`src/rtl/uart_tx_fifo.sv`:
```
// rtl/uart_tx_fifo.sv - circular byte FIFO that hands bytes to the UART transmitter
// one at a time, using clear_req as the per-byte completion handshake.
module uart_tx_fifo #(
   parameter int DEPTH = 16,
   localparam int AW = $clog2(DEPTH)
) (
   input  logic          clk,
   input  logic          rst,
   input  logic          wr_en,
   input  logic [7:0]    wr_data,
   input  logic          flush,
   input  logic          clr_overflow,
   output logic          full,
   output logic          empty,
   output logic [AW:0]   level,
   output logic          overflow,
   output logic          busy,
   output logic          tx_start,
   output logic [7:0]    tx_data,
   input  logic          clear_req
);

   typedef enum logic [1:0] {
      IDLE = 2'd0,
      SEND = 2'd1,
      GAP  = 2'd2
   } state_t;

   state_t          state;
   logic [7:0]      mem [DEPTH];
   logic [AW-1:0]   wr_ptr;
   logic [AW-1:0]   rd_ptr;
   logic            push_ok;
   logic            pop_ok;
   logic            drop;
   logic [AW:0]     level_nxt;

   // flush outranks wr_en: a same-cycle write is neither stored nor counted as an overflow
   assign push_ok   = wr_en && !full && !flush;
   assign drop      = wr_en && full && !flush;
   assign pop_ok    = (state == IDLE) && !empty && !flush;
   assign level_nxt = flush ? '0
                    : level + {{AW{1'b0}}, push_ok} - {{AW{1'b0}}, pop_ok};

   always_ff @(posedge clk) begin
      if (push_ok) begin
         mem[wr_ptr] <= wr_data;
      end
   end

   always_ff @(posedge clk or negedge rst) begin
      if (!rst) begin
         wr_ptr   <= '0;
         rd_ptr   <= '0;
         level    <= '0;
         empty    <= 1'b1;
         full     <= 1'b0;
         overflow <= 1'b0;
      end else begin
         level <= level_nxt;
         full  <= (level_nxt == (AW+1)'(DEPTH));
         empty <= (level_nxt == '0);
         if (push_ok) begin
            wr_ptr <= wr_ptr + AW'(1);
         end
         if (flush) begin
            rd_ptr <= wr_ptr;
         end else if (pop_ok) begin
            rd_ptr <= rd_ptr + AW'(1);
         end
         if (drop) begin
            overflow <= 1'b1;
         end else if (clr_overflow) begin
            overflow <= 1'b0;
         end
      end
   end

   // GAP forces at least one low cycle on tx_start before the next byte is popped
   always_ff @(posedge clk or negedge rst) begin
      if (!rst) begin
         state    <= IDLE;
         tx_start <= 1'b0;
         tx_data  <= 8'h00;
         busy     <= 1'b0;
      end else begin
         case (state)
            IDLE: begin
               if (pop_ok) begin
                  tx_data  <= mem[rd_ptr];
                  tx_start <= 1'b1;
                  busy     <= 1'b1;
                  state    <= SEND;
               end
            end
            SEND: begin
               if (clear_req) begin
                  tx_start <= 1'b0;
                  state    <= GAP;
               end
            end
            GAP: begin
               busy  <= 1'b0;
               state <= IDLE;
            end
            default: begin
               tx_start <= 1'b0;
               busy     <= 1'b0;
               state    <= IDLE;
            end
         endcase
      end
   end

endmodule
```
`config.mk`:
```
export PLATFORM = sky130hd
export DESIGN_NAME = uart_tx_fifo
export DESIGN_NICKNAME = d
export VERILOG_FILES = /design/src/rtl/uart_tx_fifo.sv
export SDC_FILE = /design/constraint.sdc
export NUM_CORES = 1
export LEC_CHECK = 0
export ABC_AREA = 1
export CORE_ASPECT_RATIO = 0.7
export CORE_MARGIN = 1.5
export CORE_UTILIZATION = 53
export DETAILED_ROUTE_END_ITERATION = 6
export HOLD_SLACK_MARGIN = 0.08
export PLACE_DENSITY_LB_ADDON = 0.15
export SLEW_MARGIN = 10
export SYNTH_ARGS = -nofsm -noshare
export SYNTH_HDL_FRONTEND = slang
export SYNTH_SLANG_ARGS = --single-unit
```
`constraint.sdc`:
```
create_clock -name clk -period 2.2 [get_ports clk]
set_clock_uncertainty 0.05 [all_clocks]
set_input_delay 0.33 -clock clk [delete_from_list [all_inputs] [get_ports clk]]
set_output_delay 0.33 -clock clk [all_outputs]
set_load 0.005 [all_outputs]
```
==> impl_metrics.yaml <==
run_status:
  status: "finished with violations"
  violations: "design-rule violations"
route:
  routed_wl_um: 15210
  met1_length_um: 6740
  first_pass_iters: 7
  drc: 1
  top_layer: "met4"
  vias: 4785
  ant_nets: 0
  routedWlPerCell_um: 16.70
  wl_met3_um: 1000
  detail_route.iter0.violations: 386
  avgViaCountPerCell: 5.252
  route.met2.wl_um: 7153
sta:
  finalSetupViolCount: 0
  fin_crit_ns: 2.194
  worst_pin_slew_ns: 0.7852
  hold_viol_final: 0
  rsz0062_at_grt: "true"
  slew_violations: 0
  fin_ws_ns: 0.005964
  period_share: 0.9973
  fmax_mhz: 455.8
  fin_setup_tns_ns: 0
  slew_headroom: 0.4749
final_layout:
  final_common_cell: "nand2_1"
  final_util: 0.6483
  final_cell_area_mm2: 0.008135
  layout_common_cells: "nand2_1 (216), edfxtp_1 (128), inv_1 (114)"
  nets: 760
  antennaDiodeCount: 0
  area_growth_pct: 18.00
  drive_above_1_share: 0.1028
logic_synthesis:
  ys_ff_latch: 156
  ys.warnings.count: 0
  avgSynthCellArea_um2: 10.11
  syn_area_mm2: 0.006894
  ys_types: 26
  synthCells: 682
  yosysSeqAreaShare: 0.6593
  syn_nets: 706
grt:
  grt_max_degree: 69
  grt_pass1_wl_um: 24670
  antenna_found_initial: 0
  grt_pass1_vias: 4761
  grt_usage: 0.2406
  overflow: 0
cts:
  cts_root_buffer: "clkbuf_16"
  clock-sinks: 156
  cts_inserted_buffers: 17
  htreeDepth: 4
  cts_tree: "done"
  clockBufferDepth: 2
  clock_latency_ns: 0.42
  clk_pin_slew_ns: 0.06
  holdBufCountCts: 0
critical_path:
  worst-setup-path-type: "reg -> reg"
  startpoint_type: "register"
  worstPathRequired_ns: 2.50
  crit_arrival_ns: 2.49
  critPathCaptureType: "register"
  critPathMaxFanout: 3
power_and_ir_drop:
  ir_drop_mv: 0.7194
  leakage_nw: 3.595
  p_per_area_mw_per_mm2: 1277
  finalPower_w: 0.01039
placement:
  placed_cell_area_mm2: 0.007487
  pre_cts_ws_ns: -0.4086
  port_buffers: 31
  hpwl_um: 9586
  gp_congestion: 0.9021
floorplanning:
  core_area_mm2: 0.01255
  initial_core_util: 0.5494
  io_pins: 32
  die_y_um: 98.42
  die_area_mm2: 0.01371
  die_w_um: 139.3
  rows: 34
hold_path:
  hp-class: "in -> async"
flow_run:
  maxCapViolCount: 0
routing by layer:
layer / global-route usage / vias up
li1: - / 2296
met3: 0.04373 / 29
met5: 0 / -
met1: 0.3391 / 2305
met4: 0.09738 / 0
met2: 0.3758 / 155
area by class of cell:
cell class	count	area, um2
timing repair buffer	61	548.0
multi-input combinational	380	1768
clock inverter	8	101.3
sequential	156	4547
tap	162	202.7
fill	962	4414
inverter	120	452.9
clock buffer	24	515.5
cells in the mapped netlist, drive strengths merged:
master | number | area (um2)
nand2 | 218 | 818.3
edfxtp | 128 | 3844
inv | 119 | 449.2
nand3 | 100 | 500.5
dfrtp | 27 | 675.7
buf | 26 | 170.2
nor2 | 26 | 97.59
ha | 9 | 112.6
o21ai | 9 | 45.04
a21oi | 3 | 15.01
nor3 | 3 | 26.28
xor2 | 3 | 26.28
o211ai | 2 | 15.01
o221ai | 2 | 17.52
xnor2 | 2 | 17.52
clkinv | 1 | 3.750
dfstp | 1 | 26.28
fa | 1 | 20.02
nand3b | 1 | 7.510
nand4 | 1 | 6.260
what timing repair did:
| action | CTS | global route |
|---|---|---|
| setup endpoints to repair | 3 | 3 |
| resized for setup | 4 | 7 |
| pin swaps | 3 | 4 |
| cloned | 0 | 0 |
| setup buffers | 0 | 1 |
critical path, cell delays in order, from the launching register on:
cell	delay, ns
dfstp_2	0.58
nor3_4	0.07
nand2_2	0.08
inv_2	0.04
nand2_2	0.07
o21ai_2	0.06
ha_2	0.19
fa_2	0.35
nand2_1	0.07
nand2_1	0.06
a21oi_2	0.18
nor2_2	0.08
nor2_1	0.09
o21ai_1	0.06
nor2_1	0.09
registers in the layout (all words and copies together), names as in the netlist:
signal	flops
busy	1
empty	1
full	1
level	5
mem	128
overflow	1
rd_ptr	4
state	2
tx_data	8
tx_start	1
wr_ptr	4
logic make-up after synthesis:
group,share of synthesized area
simple gates,0.2113
flops,0.6593
buf+inv,0.09038
compound gates,0.01343
fa+ha+maj,0.01924
xor+xnor,0.006353
metrics by stage:
| step | hold slack (ns) | instances |
|---|---|---|
| after CTS | 0.2500 | 910 |
| after detailed placement | 0.4189 | 878 |
| after global routing | 0.2718 | 911 |
| after global placement | 0.4139 | 878 |
| after floorplan | -0.01559 | 682 |
| final | 0.2380 | 911 |
power by group:
part | switching, W | internal (W)
registers | 0.000239 | 0.00355
clock network | 0.00114 | 0.00188
logic | 0.00231 | 0.00128
total | 0.00368 | 0.00670
worst paths after layout:
| check | startpoint | end | slack (ns) | depth (start not counted) |
|---|---|---|---|---|
| min reg2reg | tx_data[6] | tx_data[6] | 0.43 | 2 |
| min in group clk | tx_data[6] | tx_data[6] | 0.43 | 2 |
| max in group asynchronous | rst | empty | 1.53 | 2 |
| max reg2reg | empty | full | 0.006 | 14 |
| min | rst | busy | 0.24 | 2 |
| max | empty | full | 0.006 | 14 |
No activity file was read; power rests on OpenSTA's default activity.
